<file path="src/rtl/alu_serial_frame_rx_pkg.sv">
// Shared types, CRC polynomial and the serial CRC-4 step for the ALU command receiver.
package alu_rx_pkg;

  typedef enum logic {
    PKT_DATA = 1'b0,
    PKT_CTL  = 1'b1
  } packet_type_t;

  typedef enum logic [2:0] {
    OP_AND = 3'b000,
    OP_OR  = 3'b001,
    OP_ADD = 3'b100,
    OP_SUB = 3'b101
  } operation_t;

  typedef struct packed {
    logic err_data;
    logic err_crc;
    logic err_op;
  } err_t;

  typedef enum logic [1:0] {
    ST_IDLE,
    ST_TYPE,
    ST_PAYLOAD,
    ST_STOP
  } pkt_state_t;

  localparam logic [3:0] CRC_POLY = 4'b0011;

  // One serial step of x^4+x+1, data bit entering at the top.
  function automatic logic [3:0] crc4_step(input logic [3:0] crc, input logic d);
    logic fb;
    fb = crc[3] ^ d;
    return {crc[2:0], 1'b0} ^ (fb ? CRC_POLY : 4'b0000);
  endfunction

endpackage

</file>
<file path="src/rtl/alu_serial_frame_rx_if.sv">
// Decoded-command bus between the frame receiver (master) and the ALU datapath (slave).
interface alu_serial_frame_rx_if #(
  parameter int N_BYTES = 4
);
  import alu_rx_pkg::*;

  localparam int W = 8 * N_BYTES;

  // Valid/ready: a transfer happens at a posedge where out_valid && out_ready;
  // while out_valid && !out_ready every out_* field holds stable.
  logic         out_valid;
  logic         out_ready;
  logic [W-1:0] out_a;
  logic [W-1:0] out_b;
  logic [2:0]   out_op;
  err_t         out_err;

  modport master (
    output out_valid, out_a, out_b, out_op, out_err,
    input  out_ready
  );

  modport slave (
    input  out_valid, out_a, out_b, out_op, out_err,
    output out_ready
  );

endinterface

</file>
<file path="src/rtl/alu_serial_frame_rx_pkt.sv">
// Bit-level packet receiver: start, type, 8 payload bits MSB first, stop.
module serial_packet_rx
  import alu_rx_pkg::*;
(
  input  logic         clk,
  input  logic         rst_n,
  input  logic         sin_i,
  output logic         pkt_valid_o,
  output packet_type_t pkt_type_o,
  output logic [7:0]   pkt_byte_o,
  output logic         framing_err_o,
  output pkt_state_t   state_o
);

  pkt_state_t   state_q, state_d;
  packet_type_t type_q, type_d;
  logic [7:0]   shift_q, shift_d;
  logic [2:0]   bit_cnt_q, bit_cnt_d;

  always_ff @(posedge clk) begin
    if (!rst_n) begin
      state_q   <= ST_IDLE;
      type_q    <= PKT_DATA;
      shift_q   <= '0;
      bit_cnt_q <= '0;
    end else begin
      state_q   <= state_d;
      type_q    <= type_d;
      shift_q   <= shift_d;
      bit_cnt_q <= bit_cnt_d;
    end
  end

  always_comb begin
    state_d   = state_q;
    type_d    = type_q;
    shift_d   = shift_q;
    bit_cnt_d = bit_cnt_q;
    case (state_q)
      ST_IDLE: begin
        if (!sin_i) state_d = ST_TYPE;
      end
      ST_TYPE: begin
        type_d    = packet_type_t'(sin_i);
        bit_cnt_d = 3'd7;
        state_d   = ST_PAYLOAD;
      end
      ST_PAYLOAD: begin
        shift_d   = {shift_q[6:0], sin_i};
        bit_cnt_d = bit_cnt_q - 3'd1;
        if (bit_cnt_q == 3'd0) state_d = ST_STOP;
      end
      ST_STOP: begin
        state_d = ST_IDLE;
      end
      default: begin
        state_d = ST_IDLE;
      end
    endcase
  end

  // The packet is delivered (or rejected) in the cycle its stop bit is on the line.
  always_comb begin
    pkt_valid_o   = (state_q == ST_STOP) && sin_i;
    framing_err_o = (state_q == ST_STOP) && !sin_i;
    pkt_type_o    = type_q;
    pkt_byte_o    = shift_q;
    state_o       = state_q;
  end

endmodule

</file>
<file path="src/rtl/alu_serial_frame_rx.sv">
// Serial ALU command frame receiver: assembles B, A and CTL, checks length/CRC/opcode,
// and holds the decoded command in a valid/ready output register.
module alu_serial_frame_rx
  import alu_rx_pkg::*;
#(
  parameter int         N_BYTES       = 4,
  parameter logic [7:0] OP_LEGAL_MASK = 8'b0011_0011
) (
  input  logic                         clk,
  input  logic                         rst_n,
  input  logic                         sin,
  alu_serial_frame_rx_if.master        out_if,
  output logic                         overrun,
  output logic                         framing_err,
  output pkt_state_t                   dbg_pkt_state
);

  localparam int W   = 8 * N_BYTES;
  localparam int NB2 = 2 * N_BYTES;
  localparam int CW  = $clog2(NB2 + 2);
  localparam logic [CW-1:0] CNT_FULL = CW'(NB2);
  localparam logic [CW-1:0] CNT_SAT  = CW'(NB2 + 1);

  logic         pkt_valid;
  packet_type_t pkt_type;
  logic [7:0]   pkt_byte;
  logic         framing_pulse;

  serial_packet_rx u_pkt (
    .clk           (clk),
    .rst_n         (rst_n),
    .sin_i         (sin),
    .pkt_valid_o   (pkt_valid),
    .pkt_type_o    (pkt_type),
    .pkt_byte_o    (pkt_byte),
    .framing_err_o (framing_pulse),
    .state_o       (dbg_pkt_state)
  );

  logic [CW-1:0]  byte_cnt_q, byte_cnt_d;
  logic [3:0]     crc_q, crc_d;
  logic [2*W-1:0] data_q, data_d;
  logic           valid_q, valid_d;
  logic [W-1:0]   a_q, a_d, b_q, b_d;
  logic [2:0]     op_q, op_d;
  err_t           err_q, err_d;
  logic           overrun_q, overrun_d;
  logic           framing_err_q, framing_err_d;

  logic [2:0] ctl_op;
  logic [3:0] ctl_crc;
  logic [3:0] crc_final;
  logic       frame_done;
  err_t       frame_err;

  always_ff @(posedge clk) begin
    if (!rst_n) begin
      byte_cnt_q    <= '0;
      crc_q         <= '0;
      data_q        <= '0;
      valid_q       <= 1'b0;
      a_q           <= '0;
      b_q           <= '0;
      op_q          <= '0;
      err_q         <= '0;
      overrun_q     <= 1'b0;
      framing_err_q <= 1'b0;
    end else begin
      byte_cnt_q    <= byte_cnt_d;
      crc_q         <= crc_d;
      data_q        <= data_d;
      valid_q       <= valid_d;
      a_q           <= a_d;
      b_q           <= b_d;
      op_q          <= op_d;
      err_q         <= err_d;
      overrun_q     <= overrun_d;
      framing_err_q <= framing_err_d;
    end
  end

  // Frame assembly and classification; the CTL byte feeds 1'b1 then op into the CRC.
  always_comb begin
    byte_cnt_d = byte_cnt_q;
    crc_d      = crc_q;
    data_d     = data_q;
    ctl_op     = pkt_byte[6:4];
    ctl_crc    = pkt_byte[3:0];
    crc_final  = crc4_step(crc_q, 1'b1);
    for (int i = 2; i >= 0; i--) crc_final = crc4_step(crc_final, ctl_op[i]);

    frame_err = '0;
    if (byte_cnt_q != CNT_FULL)              frame_err.err_data = 1'b1;
    else if (crc_final != ctl_crc)           frame_err.err_crc  = 1'b1;
    else if (!OP_LEGAL_MASK[ctl_op])         frame_err.err_op   = 1'b1;

    frame_done = pkt_valid && (pkt_type == PKT_CTL);

    if (framing_pulse || frame_done) begin
      byte_cnt_d = '0;
      crc_d      = '0;
      data_d     = '0;
    end else if (pkt_valid) begin
      if (byte_cnt_q < CNT_FULL) begin
        data_d = {data_q[2*W-9:0], pkt_byte};
        for (int i = 7; i >= 0; i--) crc_d = crc4_step(crc_d, pkt_byte[i]);
      end
      if (byte_cnt_q != CNT_SAT) byte_cnt_d = byte_cnt_q + CW'(1);
    end
  end

  // Output register: a completing frame loads only if the slot is free or draining.
  always_comb begin
    valid_d       = valid_q;
    a_d           = a_q;
    b_d           = b_q;
    op_d          = op_q;
    err_d         = err_q;
    overrun_d     = overrun_q;
    framing_err_d = framing_pulse;

    if (valid_q && out_if.out_ready) valid_d = 1'b0;

    if (frame_done) begin
      if (!valid_q || out_if.out_ready) begin
        valid_d = 1'b1;
        a_d     = data_q[W-1:0];
        b_d     = data_q[2*W-1:W];
        op_d    = ctl_op;
        err_d   = frame_err;
      end else begin
        overrun_d = 1'b1;
      end
    end
  end

  assign out_if.out_valid = valid_q;
  assign out_if.out_a     = a_q;
  assign out_if.out_b     = b_q;
  assign out_if.out_op    = op_q;
  assign out_if.out_err   = err_q;
  assign overrun          = overrun_q;
  assign framing_err      = framing_err_q;

endmodule

</file>
<file path="src/flat_wrapper.sv">
// flat-port wrapper written by rule: the top's interface ports become plain ports
module alu_serial_frame_rx_flat import alu_rx_pkg::*;
#(
  parameter int         N_BYTES       = 4,
  parameter logic [7:0] OP_LEGAL_MASK = 8'b0011_0011
)
  (clk, rst_n, sin, overrun, framing_err, dbg_pkt_state, out_if_out_valid, out_if_out_a, out_if_out_b, out_if_out_op, out_if_out_err, out_if_out_ready);
  alu_serial_frame_rx_if #(.N_BYTES(N_BYTES)) out_if_i ();
  input  logic clk;
  input  logic rst_n;
  input  logic sin;
  output logic overrun;
  output logic framing_err;
  output pkt_state_t dbg_pkt_state;
  output wire logic [$bits(out_if_i.out_valid)-1:0] out_if_out_valid;
  output wire logic [$bits(out_if_i.out_a)-1:0] out_if_out_a;
  output wire logic [$bits(out_if_i.out_b)-1:0] out_if_out_b;
  output wire logic [$bits(out_if_i.out_op)-1:0] out_if_out_op;
  output wire logic [$bits(out_if_i.out_err)-1:0] out_if_out_err;
  input wire logic [$bits(out_if_i.out_ready)-1:0] out_if_out_ready;
  assign out_if_out_valid = out_if_i.out_valid;
  assign out_if_out_a = out_if_i.out_a;
  assign out_if_out_b = out_if_i.out_b;
  assign out_if_out_op = out_if_i.out_op;
  assign out_if_out_err = out_if_i.out_err;
  assign out_if_i.out_ready = out_if_out_ready;
  alu_serial_frame_rx #(.N_BYTES(N_BYTES), .OP_LEGAL_MASK(OP_LEGAL_MASK)) u_core (.clk(clk), .rst_n(rst_n), .sin(sin), .out_if(out_if_i), .overrun(overrun), .framing_err(framing_err), .dbg_pkt_state(dbg_pkt_state));
endmodule
</file>
<file path="config.mk">
export PLATFORM = sky130hd
export DESIGN_NAME = alu_serial_frame_rx_flat
export DESIGN_NICKNAME = d
export VERILOG_FILES = /design/src/rtl/alu_serial_frame_rx_pkg.sv /design/src/rtl/alu_serial_frame_rx_if.sv /design/src/rtl/alu_serial_frame_rx_pkt.sv /design/src/rtl/alu_serial_frame_rx.sv /design/src/flat_wrapper.sv
export SDC_FILE = /design/constraint.sdc
export NUM_CORES = 1
export LEC_CHECK = 0
export BUFFER_PORTS_ARGS = -buffer_cell sky130_fd_sc_hd__buf_2
export CAP_MARGIN = 20
export CORE_MARGIN = 4
export CORE_UTILIZATION = 45
export CTS_BUF_LIST = sky130_fd_sc_hd__clkbuf_2
export CTS_CLUSTER_DIAMETER = 50
export DETAILED_ROUTE_END_ITERATION = 7
export GPL_TIMING_DRIVEN = 0
export SKIP_CTS_REPAIR_TIMING = 1
export SYNTH_ARGS = -nofsm -noshare
export SYNTH_HDL_FRONTEND = slang
export SYNTH_SLANG_ARGS = --single-unit
</file>
<file path="constraint.sdc">
create_clock -name clk -period 2.33 [get_ports clk]
set_input_delay 0.233 -clock clk [delete_from_list [all_inputs] [get_ports clk]]
set_output_delay 0.233 -clock clk [all_outputs]
set_load 0.03 [all_outputs]
</file>
# ---- Word-level counts from Yosys, hierarchy flattened
# Memory sizes are Yosys's and may differ from the RTL's. A register that Yosys moved wholly into a read port is not among the register bits.
# Cells that the tools add are included.
dict set report op_classes {
  n_addsub 2
  n_mul 0
  div 0
  magnitude_cmp 2
  n_eq_ne 8
  shift 0
  mux 27
  n_bitwise 25
  reduce_logical 17
}
# cell n
set op_table {}
lappend op_table {{4-bit XOR} 12}
lappend op_table {{2-bit 2-to-1 mux} 15}
lappend op_table {{1-bit XOR} 11}
lappend op_table {{2-bit AND reduction} 5}
lappend op_table {{1-bit 2-to-1 mux} 8}
lappend op_table {{4-bit != test, second input constant} 2}
lappend op_table {{2-bit case mux with 4 select lines} 1}
lappend op_table {{3-bit 2-to-1 mux} 2}
lappend op_table {{3-bit case mux with 2 select lines} 1}
lappend op_table {{4-bit by 1-bit adder with 4-bit output, second input constant} 1}
lappend op_table {{2-bit equality test, second input constant} 2}
lappend op_table {{1-bit logical AND} 4}
lappend op_table {{3-bit by 4-bit < comparator with 1-bit output, second input constant} 1}
lappend op_table {{4-bit < comparator, second input constant} 1}
lappend op_table {{2-bit != test, second input constant} 2}
lappend op_table {{4-bit != test} 1}
lappend op_table {{3-bit zero test} 1}
lappend op_table {{3-bit by 1-bit subtractor with 3-bit output, second input constant} 1}
lappend op_table {{2-bit by 1-bit equality test with 1-bit output, second input constant} 1}
lappend op_table {{1-bit zero test} 2}
lappend op_table {{2-bit zero test} 1}
lappend op_table {{1-bit logical OR} 2}
lappend op_table {{1-bit inverter} 2}
lappend op_table {{2-bit nonzero test} 1}
lappend op_table {{2-bit OR reduction} 1}
dict set report totals {
  regBits 159
  latch_bits 0
  mem_bits_rw 0
  rom_bits 8
  in_bits 4
  output_inout_bits 75
  elab_cells 98
  memories 1
}
# name depth width rd rd_clocked_by_memory_dff wr line
set mem_list {}
lappend mem_list {{(name not given)} 8 1 1 1 0 alu_serial_frame_rx.sv:95} ;# else if (!OP_LEGAL_MASK[ctl_op]) frame_err.err_op = 1'b1;

# ---- Longest topological paths before layout
# Gate-level depths: netlist (run 1).
dict set report logic_depth {
  depth_word 24
  ltp_mapped 8
  mapped_depth_nobuf 7
}

# ---- Hierarchy
# From an unflattened synthesis (run 1), not the netlist that was laid out.
dict set report hier_totals {
  cells_unflattened 707
  area_unflattened_um2 6040.8
}
# mod instances cells_each area_per_inst_um2 seq_area_each_um2
set by_module_without_submodules {}
lappend by_module_without_submodules {alu_serial_frame_rx 1 648 5418.9 2902.8}
lappend by_module_without_submodules {serial_packet_rx 1 59 621.8 280.3}

# ---- Worst setup path before layout (run 1)
# OpenSTA, ideal clock, no wires.
dict set report synth_path {
  path_kind {register -> register}
  start {reg u_core.u_pkt.state_q[1] (netlist: u_core.u_pkt.state_o[1])}
  end {reg u_core.data_q[15]}
  t_arrival_ns 1.717
  slack_ns 0.480
  stages_incl_launch_ff 8
  synth_period_minus_slack_ns 1.850
  path_cell_list {dfxtp_1 -> ha_1 -> nand2_1 -> or2_2 -> clkbuf_1 -> clkbuf_1 -> nand2_1 -> a21oi_1}
}
dict set report synth_via {
  elab_chain_cells 5
}
# element line
set synth_rtl {}
lappend synth_rtl {{start, declared} alu_serial_frame_rx_pkt.sv:15} ;# pkt_state_t state_q, state_d;
lappend synth_rtl {{start signal, assigned} alu_serial_frame_rx_pkt.sv:27} ;# state_q <= state_d;
lappend synth_rtl {{2-bit equality test (*)} {alu_serial_frame_rx_pkt.sv:64, alu_serial_frame_rx_pkt.sv:65}}
lappend synth_rtl {{1-bit logical AND} alu_serial_frame_rx_pkt.sv:64} ;# pkt_valid_o = (state_q == ST_STOP) && sin_i;
lappend synth_rtl {{1-bit logical AND} alu_serial_frame_rx.sv:97} ;# frame_done = pkt_valid && (pkt_type == PKT_CTL);
lappend synth_rtl {{1-bit logical OR} alu_serial_frame_rx.sv:99} ;# if (framing_pulse || frame_done) begin
lappend synth_rtl {{2-bit OR reduction (no line)} --}
lappend synth_rtl {{end signal, assigned} alu_serial_frame_rx.sv:71} ;# data_q <= data_d;
lappend synth_rtl {{end, declared} alu_serial_frame_rx.sv:42} ;# logic [2*W-1:0] data_q, data_d;
# Every way passes the cells marked *; elsewhere a longest branch is shown, timed or not.
# A chain may end at the register's enable or synchronous reset.

# ---- Worst setup path in the final report (run 1)
dict set report layout_path {
  start {reg u_core.u_pkt.state_q[0] (netlist: u_core.u_pkt.state_o[0])}
  end {reg u_core.b_q[21] (netlist: u_core.out_if.out_b[21])}
}
dict set report layout_via {
  elab_chain_cells 4
}
# element line
set layout_rtl {}
lappend layout_rtl {{2-bit equality test} alu_serial_frame_rx_pkt.sv:64}
lappend layout_rtl {{1-bit logical AND} alu_serial_frame_rx_pkt.sv:64}
lappend layout_rtl {{1-bit logical AND} alu_serial_frame_rx.sv:97}
lappend layout_rtl {{2-bit AND reduction (no line)} --}
lappend layout_rtl {{end signal, assigned} alu_serial_frame_rx.sv:63} ;# b_q <= '0;
lappend layout_rtl {{end signal, assigned} alu_serial_frame_rx.sv:74} ;# b_q <= b_d;
lappend layout_rtl {{end, declared} alu_serial_frame_rx.sv:44} ;# logic [W-1:0] a_q, a_d, b_q, b_d;
# Every way passes these cells.

==> impl_results.md, run 1 <==
- Run status: complete, no violations
- Wire length of the first global-routing pass: 22.4 mm
- Max stage delay on crit path: ~440 ps
- Final setup skew: roughly 27 ps
- FILL cells: 1294
- Tightest Pin Transition: between 800 and 900 ps
- Clock Sinks: 160
- Post-synthesis cell type with the largest combined area: sky130_fd_sc_hd__dfxtp_1
- Ports: slightly below 80
- Number of maximum-capacitance violations: 0
- Unique cell type count in the Yosys netlist: 38
- Detailed-route DRC error count: 0
- Final clock period utilization by the worst path: 92.2%
- Die footprint: roughly 0.015 sq mm
- Leakage power figure: around 0.0025 uW
- Critical path's most frequent cell: sky130_fd_sc_hd__buf_2
- Number of antenna-violating nets in the routed design: 0
- Total number of placement rows: 41
- Post-Syn Area: 0.00590 sq mm
- Number of design-rule violations left by the first detailed-router iteration: 287
- Global route overflow: 0
- Leading cell types by count after synthesis: 264 x sky130_fd_sc_hd__nand2_1, 160 x sky130_fd_sc_hd__dfxtp_1, 134 x sky130_fd_sc_hd__a21oi_1, 38 x sky130_fd_sc_hd__clkbuf_1, 21 x sky130_fd_sc_hd__nor2_1
- Largest driver fanout on the critical path: 10
- Synthesis-to-finish area growth: 13.9%
- Number of flops mapped to enable cells by yosys: 0
- Mapped Nets: around 730
- Post-CTS clock slew at the launch and capture registers of the worst setup and hold paths: 200 ps
- Global-route total usage across every layer: a little under a fifth
- Utilization after layout: 52.8%
- Final Max Slew Viols: 0
- Fraction of synthesized cell area taken by the top area cell type: between 50% and 60%
- Unrepaired setup endpoints after global routing: false
- Number of antenna violations at the first check in global routing: 1
- Critical path, cell by cell: ha_1 -> nand3_1 -> nand2b_1 -> buf_2 -> buf_2 -> nand2_1 -> a21oi_1
- Clock root cell: sky130_fd_sc_hd__clkbuf_2
- Crit path arrival time: between 2000 and 3000 ps
- CP startpoint kind: flop
- Horizontal extent of the die: 122 microns
- Port Buffer Count: 76
- HP Class: primary input to flop
- Core Area: 0.0127 sq mm
- Cell count of the worst hold path: 4
- Number of iterations in the first detailed-routing pass: 6
- Remaining max-slew budget at the tightest pin: between 40% and 50%
- Clock period minus worst slack: around 2100 ps
- Via-to-Cell Ratio: about 5
- Synth Register Bits: 160
- CP bufs+invs: 2
- Layout net count: just over 800
- Chip Height: 122 microns
- Inserted Clock Buffers: 17
- Drt total wl: ~14 mm
- Standard cell with the maximum stage delay on the critical path: sky130_fd_sc_hd__nand2b_1
- Count of H-tree levels built during CTS: 4
- Cell with the most instances after synthesis: sky130_fd_sc_hd__nand2_1
- Initial standard-cell utilization of the core: between 40% and 50%
- Fin Setup TNS: 0 ps
- Required time worst endpoint: slightly below 3000 ps
- Final Hold Viols: 0
- Total via count in the routed design: roughly 4900
- Number of synthesis warnings: 0
- Cells after synthesis: around 710
- Setup crit end kind: flop
- Peak supply drop: about 0.00034 V
- Via count of the first global-routing pass: between 4000 and 5000
- Gpl congestion: 0.829
- Synth async-reset ratio: 0%
- Pin count of the biggest net entering global routing: 17
- # setup viols final: 0
- TritonCTS clock tree: built
- Clk Latency, worst-skew pair: between 700 and 800 ps
- Cell types occupying the most area after synthesis: sky130_fd_sc_hd__dfxtp_1 54%, sky130_fd_sc_hd__nand2_1 17%, sky130_fd_sc_hd__a21oi_1 11%
- Worst path top cell family by delay: simple AND/OR/NAND/NOR gates
- HPWL reported at the end of detailed placement: 10.0 mm
- Average instance area after synthesis: just over 8 sq um
- Average wire per cell in the routed design: 13.8 microns
- Sequential share of the synthesized area: a little over half
- Layout cells sized above 1: between 10% and 20%
- Critical path class: flop to flop
- Max Root-Sink Buffers: 2
- Peak Freq: 466 MHz
- Power per Cell Area: 701 mW/mm^2
- Cell depth of the worst setup path: 7
- R2R depth: 7
- Leading register cell type out of synthesis: sky130_fd_sc_hd__dfxtp_1
-- worst paths after layout --
check,start,to,slack [ps]
max reg2reg,u_core.u_pkt.state_o[0],u_core.out_if.out_b[21],180
min,out_if_out_ready,u_core.out_if.out_valid,410
max,u_core.u_pkt.state_o[0],u_core.out_if.out_b[21],180
min reg2reg,flop,u_core.out_if.out_err[0],450
-- worst reg2reg max path: cells and delay by family, from the launching register on --
kind / cells / cell delay [ps]
buffers and inverters: 2 / 610
AND/OR/NAND/NOR: 3 / 710
adder cells (fa/ha/maj): 1 / 240
flip-flops: 1 / 390
AO/OA/AOI/OAI: 1 / 140
-- logic make-up after synthesis --
family / after synthesis / share of synthesized area, %
adder cells (fa/ha/maj): 10 / 2.12
AND/OR/NAND/NOR: 304 / 20.0
buffers and inverters: 61 / 4.14
XOR/XNOR: 14 / 3.71
AO/OA/AOI/OAI: 154 / 13.8
multiplexers: 11 / 1.89
flip-flops: 160 / 54.3
-- stage by stage --
step / hold WS, ps / power, uW / area, sq um / setup WS [ps] / cells
after global routing: 377 / 4950 / 6720 / 6.29 / 994
final: 409 / 4710 / 6720 / 183 / 994
after floorplan: 415 / 3280 / 5900 / 480 / 714
after global placement: 422 / 3370 / 6490 / 104 / 962
after detailed placement: 429 / 3390 / 6490 / 79.6 / 962
after CTS: -211 / 4760 / 6690 / 16.1 / 991
-- metal layers --
layer / wire length (microns) / global-route usage [%]
met1: 6450 / 25.7
met2: 6410 / 30.5
met3: 652 / 4.38
met4: 198 / 6.30
met5: 0 / 0
-- state kept, by name, indices dropped and copies added, names as in the netlist, named ones only --
name and cells:
u_core.byte_cnt_q 4, u_core.u_pkt.bit_cnt_q 3, u_core.out_if.out_b 32, u_core.out_if.out_err 3, u_core.u_pkt.pkt_type_o 1, u_core.overrun 1, u_core.crc_q 4, u_core.u_pkt.state_o 2
u_core.data_q 64, u_core.out_if.out_op 3, u_core.out_if.out_a 32, u_core.u_pkt.pkt_byte_o 8, u_core.out_if.out_valid 1, u_core.framing_err 1
-- power by group --
part / total (uW) / switching (uW) / internal (uW)
registers: 2840 / 43.4 / 2790
logic: 506 / 316 / 190
clock network: 1370 / 907 / 462
total: 4710 / 1270 / 3440
-- cell type report --
| cell class | instances | area (sq um) | share of cell area [%] |
|---|---|---|---|
| antenna | 1 | 2.50 | 0.0373 |
| buffer | 48 | 196 | 2.92 |
| clock buffer | 19 | 95.1 | 1.42 |
| clock inverter | 10 | 97.6 | 1.45 |
| inverter | 12 | 45.0 | 0.671 |
| multi-input combinational | 493 | 2450 | 36.5 |
| sequential | 160 | 3200 | 47.7 |
| tap | 172 | 215 | 3.20 |
| timing repair buffer | 79 | 410 | 6.11 |
-- cells in the final DEF, fill, tap and decap left out, drive strengths merged, types with 2 or more instances in the layout --
cell         count
a31oi            3
nand2          264
clkbuf          56
xnor2            5
a211oi           4
dfxtp          160
or3              2
nor2            21
mux2i           10
dlygate4sd3      3
buf             87
inv             12
xnor3            2
o21ai            7
xor2             3
nor3             3
nand3            4
ha              10
nor2b            3
xor3             4
clkinv           7
a21oi          134
bufinv           2
and3             3
nand2b           2
No activity file was read; power rests on OpenSTA's default activity.
==> run 2: changes to the inputs <==
CORE_MARGIN = 5   (was 4)
CTS_BUF_LIST = sky130_fd_sc_hd__clkbuf_4   (was sky130_fd_sc_hd__clkbuf_2)
==> run 2 against run 1 <==
  * Worst hold slack got worse by 350 ps
  * Clock-buffer cell count increased by 1
  * Largest cell class unchanged
  * Combinational power shrank 0.8%
  * Final area up 0.39%
  * Critical path type unchanged
  * Via count decreased by 0.75%
  * Sequential cell count unchanged
  * Sequential share of layout area is 0.19 points lower
  * Die area increased by 3.3%
==> impl_results.md, run 2 (synthesis results as in run 1) <==
- Post-CTS clock slew at the launch and capture registers of the worst setup and hold paths: 120 ps (was 200 ps)
- Max Root-Sink Buffers: 2 (unchanged)
- Critical path class: flop to flop (unchanged)
- Largest reg by FF count: u_core.data_q (unchanged)
- Pin count of the biggest net entering global routing: 17 (unchanged)
- Fin cells: 991 (was 994)
- Max stage delay on crit path: 380 ps (was 440 ps)
- Via-to-Cell Ratio: 4.92 (was 4.94)
- HPWL reported at the end of detailed placement: 10.0 mm (about the same)
- Clk Latency, worst-skew pair: 550 ps (was 710 ps)
- Peak supply drop: 0.000330 V (was 0.000338 V)
- Layout cells sized above 1: 14.8% (was 14.6%)
- Ports: 79 (unchanged)
- Tightest Pin Transition: 597 ps (was 889 ps)
- Number of maximum-capacitance violations: 0 (unchanged)
- Fin Setup TNS: 0 ps (unchanged)
- Clock Sinks: 160 (unchanged)
- Leakage power figure: 0.00252 uW (about the same)
- Final Max Slew Viols: 0 (unchanged)
- Number of antenna violations at the first check in global routing: 0 (was 1)
- Initial standard-cell utilization of the core: 46.4% (unchanged)
- # setup viols final: 0 (unchanged)
- Start point of the critical path: u_core.u_pkt.state_o[0] (unchanged)
- Most frequent cells in the layout: 264 x sky130_fd_sc_hd__nand2_1, 160 x sky130_fd_sc_hd__dfxtp_1, 134 x sky130_fd_sc_hd__a21oi_1, 85 x sky130_fd_sc_hd__buf_2, 37 x sky130_fd_sc_hd__clkbuf_1 (was 264 x sky130_fd_sc_hd__nand2_1, 160 x sky130_fd_sc_hd__dfxtp_1, 134 x sky130_fd_sc_hd__a21oi_1, 85 x sky130_fd_sc_hd__buf_2, 36 x sky130_fd_sc_hd__clkbuf_1)
- Gpl congestion: 0.793 (was 0.829)
- Peak Freq: 476 MHz (was 466 MHz)
- FILL cells: 1278 (was 1294)
- Largest driver fanout on the critical path: 10 (unchanged)
- Global route overflow: 0 (unchanged)
- Remaining max-slew budget at the tightest pin: 60.2% (was 40.3%)
- Final setup skew: 14.1 ps (was 26.8 ps)
- TritonCTS clock tree: built (unchanged)
- Setup crit end kind: flop (unchanged)
- Crit path arrival time: 2580 ps (was 2790 ps)
- Global-route total usage across every layer: 17.9% (was 19.1%)
- Average wire per cell in the routed design: 13.6 microns (was 13.8 microns)
- Detailed-route DRC error count: 0 (unchanged)
- Die footprint: 0.0155 sq mm (was 0.0150 sq mm)
- Total via count in the routed design: 4876 (was 4913)
- Most common library cell in the layout ignoring fill and taps: sky130_fd_sc_hd__nand2_1 (unchanged)
- Final Hold Viols: 0 (unchanged)
- Layout net count: 822 (was 825)
- Source of the worst hold timing path: out_if_out_ready (unchanged)
- CP startpoint kind: flop (unchanged)
- Antenna diodes: 0 (was 1)
- Horizontal extent of the die: 124 microns (was 122 microns)
- Standard cell with the maximum stage delay on the critical path: sky130_fd_sc_hd__clkbuf_1 (was sky130_fd_sc_hd__nand2b_1)
- Chip Height: 124 microns (was 122 microns)
- Number of antenna-violating nets in the routed design: 0 (unchanged)
- HP Class: primary input to flop (unchanged)
- Run status: complete, no violations (unchanged)
- Required time worst endpoint: 2810 ps (was 2970 ps)
- Count of H-tree levels built during CTS: 4 (unchanged)
- Power per Cell Area: 720 mW/mm^2 (was 701 mW/mm^2)
- Number of design-rule violations left by the first detailed-router iteration: 276 (was 287)
- Placed cells: 962 (unchanged)
- Wire length of the first global-routing pass: 22.9 mm (was 22.4 mm)
- Total number of placement rows: 41 (unchanged)
- Core Area: 0.0127 sq mm (unchanged)
- Launching point of the worst reg2reg path: u_core.u_pkt.state_o[0] (unchanged)
- Critical path, cell by cell: ha_1 -> nand2_1 -> or2_2 -> clkbuf_1 -> clkbuf_1 -> nand2_1 -> a21oi_1 (was ha_1 -> nand3_1 -> nand2b_1 -> buf_2 -> buf_2 -> nand2_1 -> a21oi_1)
- Clock period minus worst slack: 2100 ps (was 2150 ps)
- Drt total wl: 13.5 mm (was 13.7 mm)
- Clock root cell: sky130_fd_sc_hd__clkbuf_4 (was sky130_fd_sc_hd__clkbuf_2)
- Number of iterations in the first detailed-routing pass: 4 (was 6)
- Inserted Clock Buffers: 17 (unchanged)
- Flip-flop count of the largest register, all copies and words added: 64 (unchanged)
- Port Buffer Count: 76 (unchanged)
- Via count of the first global-routing pass: 4715 (was 4552)
- Final clock period utilization by the worst path: 90.1% (was 92.2%)
- Synthesis-to-finish area growth: 14.3% (was 13.9%)
- Unrepaired setup endpoints after global routing: false (unchanged)
## run 2: path summary, 6_finish.rpt
| kind | endpoint | slack, ps | depth (start not counted) |
|---|---|---|---|
| setup / recovery | u_core.data_q[17] | 230 | 7 |
| hold / removal | u_core.out_if.out_valid | 60 | 3 |
| setup reg to reg | u_core.data_q[17] | 230 | 7 |
| hold reg to reg | u_core.out_if.out_err[0] | 450 | 1 |
## run 2: layout make-up
cell class / count / area [sq um] / share of cell area (%)
Multi-Input combinational cell: 493 / 2460 / 36.4
Clock buffer: 20 / 150 / 2.23
Clock inverter: 10 / 96.3 / 1.43
Tap cell: 172 / 215 / 3.19
Timing Repair Buffer: 76 / 380 / 5.64
Sequential cell: 160 / 3200 / 47.5
Inverter: 12 / 45.0 / 0.668
Buffer: 48 / 195 / 2.89
## run 2: power by group
group,internal [uW],leakage [uW],switching (uW)
clock network,639,0.000136,886
registers,2790,0.00129,43.3
logic,187,0.00109,315
## run 2: through the flow
stage / hold WS (ps) / setup WS, ps / util (%) / cell area (sq um) / total power [uW]
floorplan: 415 / 480 / - / 5900 / 3280
global placement: 422 / 110 / 51.0 / 6490 / 3370
detailed placement: 429 / 51.6 / 51.0 / 6490 / 3390
CTS: -2.66 / 12.2 / 53.0 / 6740 / 4910
global route: 52.3 / 34.2 / 53.0 / 6740 / 5090
finish: 57.7 / 230 / 53.0 / 6740 / 4860
## run 2: layer usage
layer	wire length (microns)	vias up	GRT usage [%]
met2	6220	96	28.7
met3	687	13	5.06
li1	-	2500	-
met1	6430	2267	23.0
met4	179	0	6.64
met5	0	-	0
## run 2: worst max-delay path, delay by kind of cell (launching register included)
family	cells	cell delay, ps
AOI/OAI and AO/OA	1	160
adders and majority gates	1	250
buffers and inverters	2	760
DFF	1	370
and+or+nand+nor	3	470
==> run 3: changes to the inputs <==
CELL_PAD_IN_SITES_DETAIL_PLACEMENT = 2   (was default)
CELL_PAD_IN_SITES_GLOBAL_PLACEMENT = 2   (was default)
CORE_UTILIZATION = 35   (was 45)
PLACE_DENSITY_LB_ADDON = 0.1   (was default)
==> run 3 against run 2 <==
  * Core utilization is 11 points lower
  * First-iteration DRC count is 49% lower
  * Routed wire length is 28% higher
  * Critical path type unchanged
==> impl_results.md, run 3 (synthesis results as in run 1) <==
- Critical path class: flop to flop (unchanged)
- Global-route total usage across every layer: 18.2% (was 17.9%)
- # setup viols final: 0 (unchanged)
- Core Area: 0.0166 sq mm (was 0.0127 sq mm)
- Utilization after layout: 41.7% (was 53.0%)
- Clock root cell: sky130_fd_sc_hd__clkbuf_4 (unchanged)
- Clock Sinks: 160 (unchanged)
- Setup WS post-layout: 212 ps (was 230 ps)
- Final Max Slew Viols: 0 (unchanged)
- HPWL reported at the end of detailed placement: 12.9 mm (was 10.0 mm)
- Power per Cell Area: 782 mW/mm^2 (was 720 mW/mm^2)
- Critical path, cell by cell: ha_1 -> nand2_1 -> nor2_2 -> clkbuf_1 -> nor2_1 -> a211oi_2 (was ha_1 -> nand2_1 -> or2_2 -> clkbuf_1 -> clkbuf_1 -> nand2_1 -> a21oi_1)
- Number of iterations in the first detailed-routing pass: 5 (was 4)
- Post-Place Setup Slack: -42.1 ps (was 51.6 ps)
- Number of antenna-violating nets in the routed design: 0 (unchanged)
- Drt total wl: 17.3 mm (was 13.5 mm)
- Final clock period utilization by the worst path: 90.9% (was 90.1%)
- Count of H-tree levels built during CTS: 4 (unchanged)
- Required time worst endpoint: 2810 ps (about the same)
- Via-to-Cell Ratio: 4.83 (was 4.92)
- Global route overflow: 0 (unchanged)
- Post-placement cell area: 0.00655 sq mm (was 0.00649 sq mm)
- Most frequent cells in the layout: 264 x sky130_fd_sc_hd__nand2_1, 160 x sky130_fd_sc_hd__dfxtp_1, 134 x sky130_fd_sc_hd__a21oi_1, 85 x sky130_fd_sc_hd__buf_2, 36 x sky130_fd_sc_hd__clkbuf_1 (was 264 x sky130_fd_sc_hd__nand2_1, 160 x sky130_fd_sc_hd__dfxtp_1, 134 x sky130_fd_sc_hd__a21oi_1, 85 x sky130_fd_sc_hd__buf_2, 37 x sky130_fd_sc_hd__clkbuf_1)
- Layout cells sized above 1: 15.3% (was 14.8%)
- Run status: complete, no violations (unchanged)
- Tightest Pin Transition: 633 ps (was 597 ps)
- Total via count in the routed design: 5037 (was 4876)
- Average wire per cell in the routed design: 16.6 microns (was 13.6 microns)
- Final setup skew: 12.2 ps (was 14.1 ps)
- Unrepaired setup endpoints after global routing: false (unchanged)
- Peak supply drop: 0.000316 V (was 0.000330 V)
- HP Class: primary input to flop (unchanged)
- Placed cells: 1010 (was 962)
- Crit path arrival time: 2600 ps (was 2580 ps)
- Number of maximum-capacitance violations: 0 (unchanged)
- Initial standard-cell utilization of the core: 35.6% (was 46.4%)
- Inserted Clock Buffers: 17 (unchanged)
- Max stage delay on crit path: 450 ps (was 380 ps)
- Clk Latency, worst-skew pair: 560 ps (was 550 ps)
- Worst hold margin: 46.9 ps (was 57.7 ps)
- TritonCTS clock tree: built (unchanged)
- Metal2 WL: 8.96 mm (was 6.22 mm)
- Wire length of the first global-routing pass: 28.6 mm (was 22.9 mm)
- Via count of the first global-routing pass: 5572 (was 4715)
- Final Hold Viols: 0 (unchanged)
- Leakage power figure: 0.00257 uW (was 0.00252 uW)
- Standard cell with the maximum stage delay on the critical path: sky130_fd_sc_hd__clkbuf_1 (unchanged)
- Number of design-rule violations left by the first detailed-router iteration: 142 (was 276)
- Largest reg by FF count: u_core.data_q (unchanged)
- Post-CTS clock slew at the launch and capture registers of the worst setup and hold paths: 130 ps (was 120 ps)
- Port Buffer Count: 76 (unchanged)
- Chip Height: 140 microns (was 124 microns)
- Clock period minus worst slack: 2120 ps (was 2100 ps)
- Total non-filler cell area in the finished layout: 0.00692 sq mm (was 0.00674 sq mm)
- Largest driver fanout on the critical path: 10 (unchanged)
- Highest Signal Layer: met4 (unchanged)
- Flip-flop count of the largest register, all copies and words added: 64 (unchanged)
- Remaining max-slew budget at the tightest pin: 57.8% (was 60.2%)
- Detailed-route wire length on metal 1: 7.78 mm (was 6.43 mm)
- Setup crit end kind: flop (unchanged)
- Most common library cell in the layout ignoring fill and taps: sky130_fd_sc_hd__nand2_1 (unchanged)
- Die footprint: 0.0195 sq mm (was 0.0155 sq mm)
- Horizontal extent of the die: 140 microns (was 124 microns)
- Pin count of the biggest net entering global routing: 17 (unchanged)
- Gpl congestion: 0.789 (was 0.793)
- Ports: 79 (unchanged)
- Peak Freq: 472 MHz (was 476 MHz)
- Synthesis-to-finish area growth: 17.4% (was 14.3%)
- Layout net count: 822 (unchanged)
- Max Root-Sink Buffers: 2 (unchanged)
- Fin cells: 1042 (was 991)
- Total number of placement rows: 47 (was 41)
- CP startpoint kind: flop (unchanged)
- Detailed-route DRC error count: 0 (unchanged)
- Routed length on met3: 387 microns (was 687 microns)
- Number of antenna violations at the first check in global routing: 1 (was 0)
==> run 3: changes by cell type in the layout (fill, tap and decap cells not counted) <==
| cell | change |
|---|---|
| sky130_fd_sc_hd__bufinv_16 | +4 |
| sky130_fd_sc_hd__nor2_2 | +1 |
| sky130_fd_sc_hd__clkinv_2 | -1 |
| sky130_fd_sc_hd__nor2_1 | -1 |
| sky130_fd_sc_hd__clkinv_1 | -1 |
| sky130_fd_sc_hd__clkbuf_4 | -1 |
| sky130_fd_sc_hd__clkbuf_2 | +1 |
| sky130_fd_sc_hd__diode_2 | +1 |
| sky130_fd_sc_hd__clkinv_4 | +1 |
| sky130_fd_sc_hd__clkbuf_1 | -1 |
==> run 3: final timing paths <==
kind,startpoint,endpoint,slack [ps],cells past startpoint
worst max-delay path,u_core.u_pkt.state_o[0],u_core.crc_q[2],210,6
worst max register to register,u_core.u_pkt.state_o[0],u_core.crc_q[2],210,6
worst min register to register,u_core.out_if.out_op[0],u_core.out_if.out_op[0],460,2
worst min-delay path,out_if_out_ready,u_core.out_if.out_valid,50,3
==> run 3: layer usage <==
layer | vias to the layer above | global-route usage [%]
met5 | - | 0
li1 | 2506 | -
met3 | 10 | 3.95
met1 | 2465 | 21.8
met2 | 56 | 33.0
met4 | 0 | 4.44
==> run 3: critical path, delay by kind of cell (launching register included) <==
| family | cells | cell delay [ps] |
|---|---|---|
| flops | 1 | 430 |
| compound gates | 1 | 220 |
| simple gates | 3 | 700 |
| fa+ha+maj | 1 | 240 |
| buf+inv | 1 | 450 |
==> run 3: final cells by class <==
type	count	area [sq um]
Buffer	48	196
Clock inverter	13	216
Clock buffer	19	143
Multi-Input combinational cell	493	2460
Antenna cell	1	2.50
Sequential cell	160	3200
Tap cell	220	275
Fill cell	1963	9660
Timing Repair Buffer	76	380
Inverter	12	45.0
==> run 3: report_power, final <==
group          switching (uW)  total [uW]  internal [uW]
Sequential               46.1        2830           2790
Clock                     977        2050           1080
Combinational             341         529            189
==> run 3: stage by stage <==
stage	TNS (ps)	total power [uW]
2_1_floorplan	0	3280
3_3_place_gp	0	3390
3_5_place_dp	-82.2	3430
4_1_cts	-596	5500
5_1_grt	0	5690
6_report	0	5410
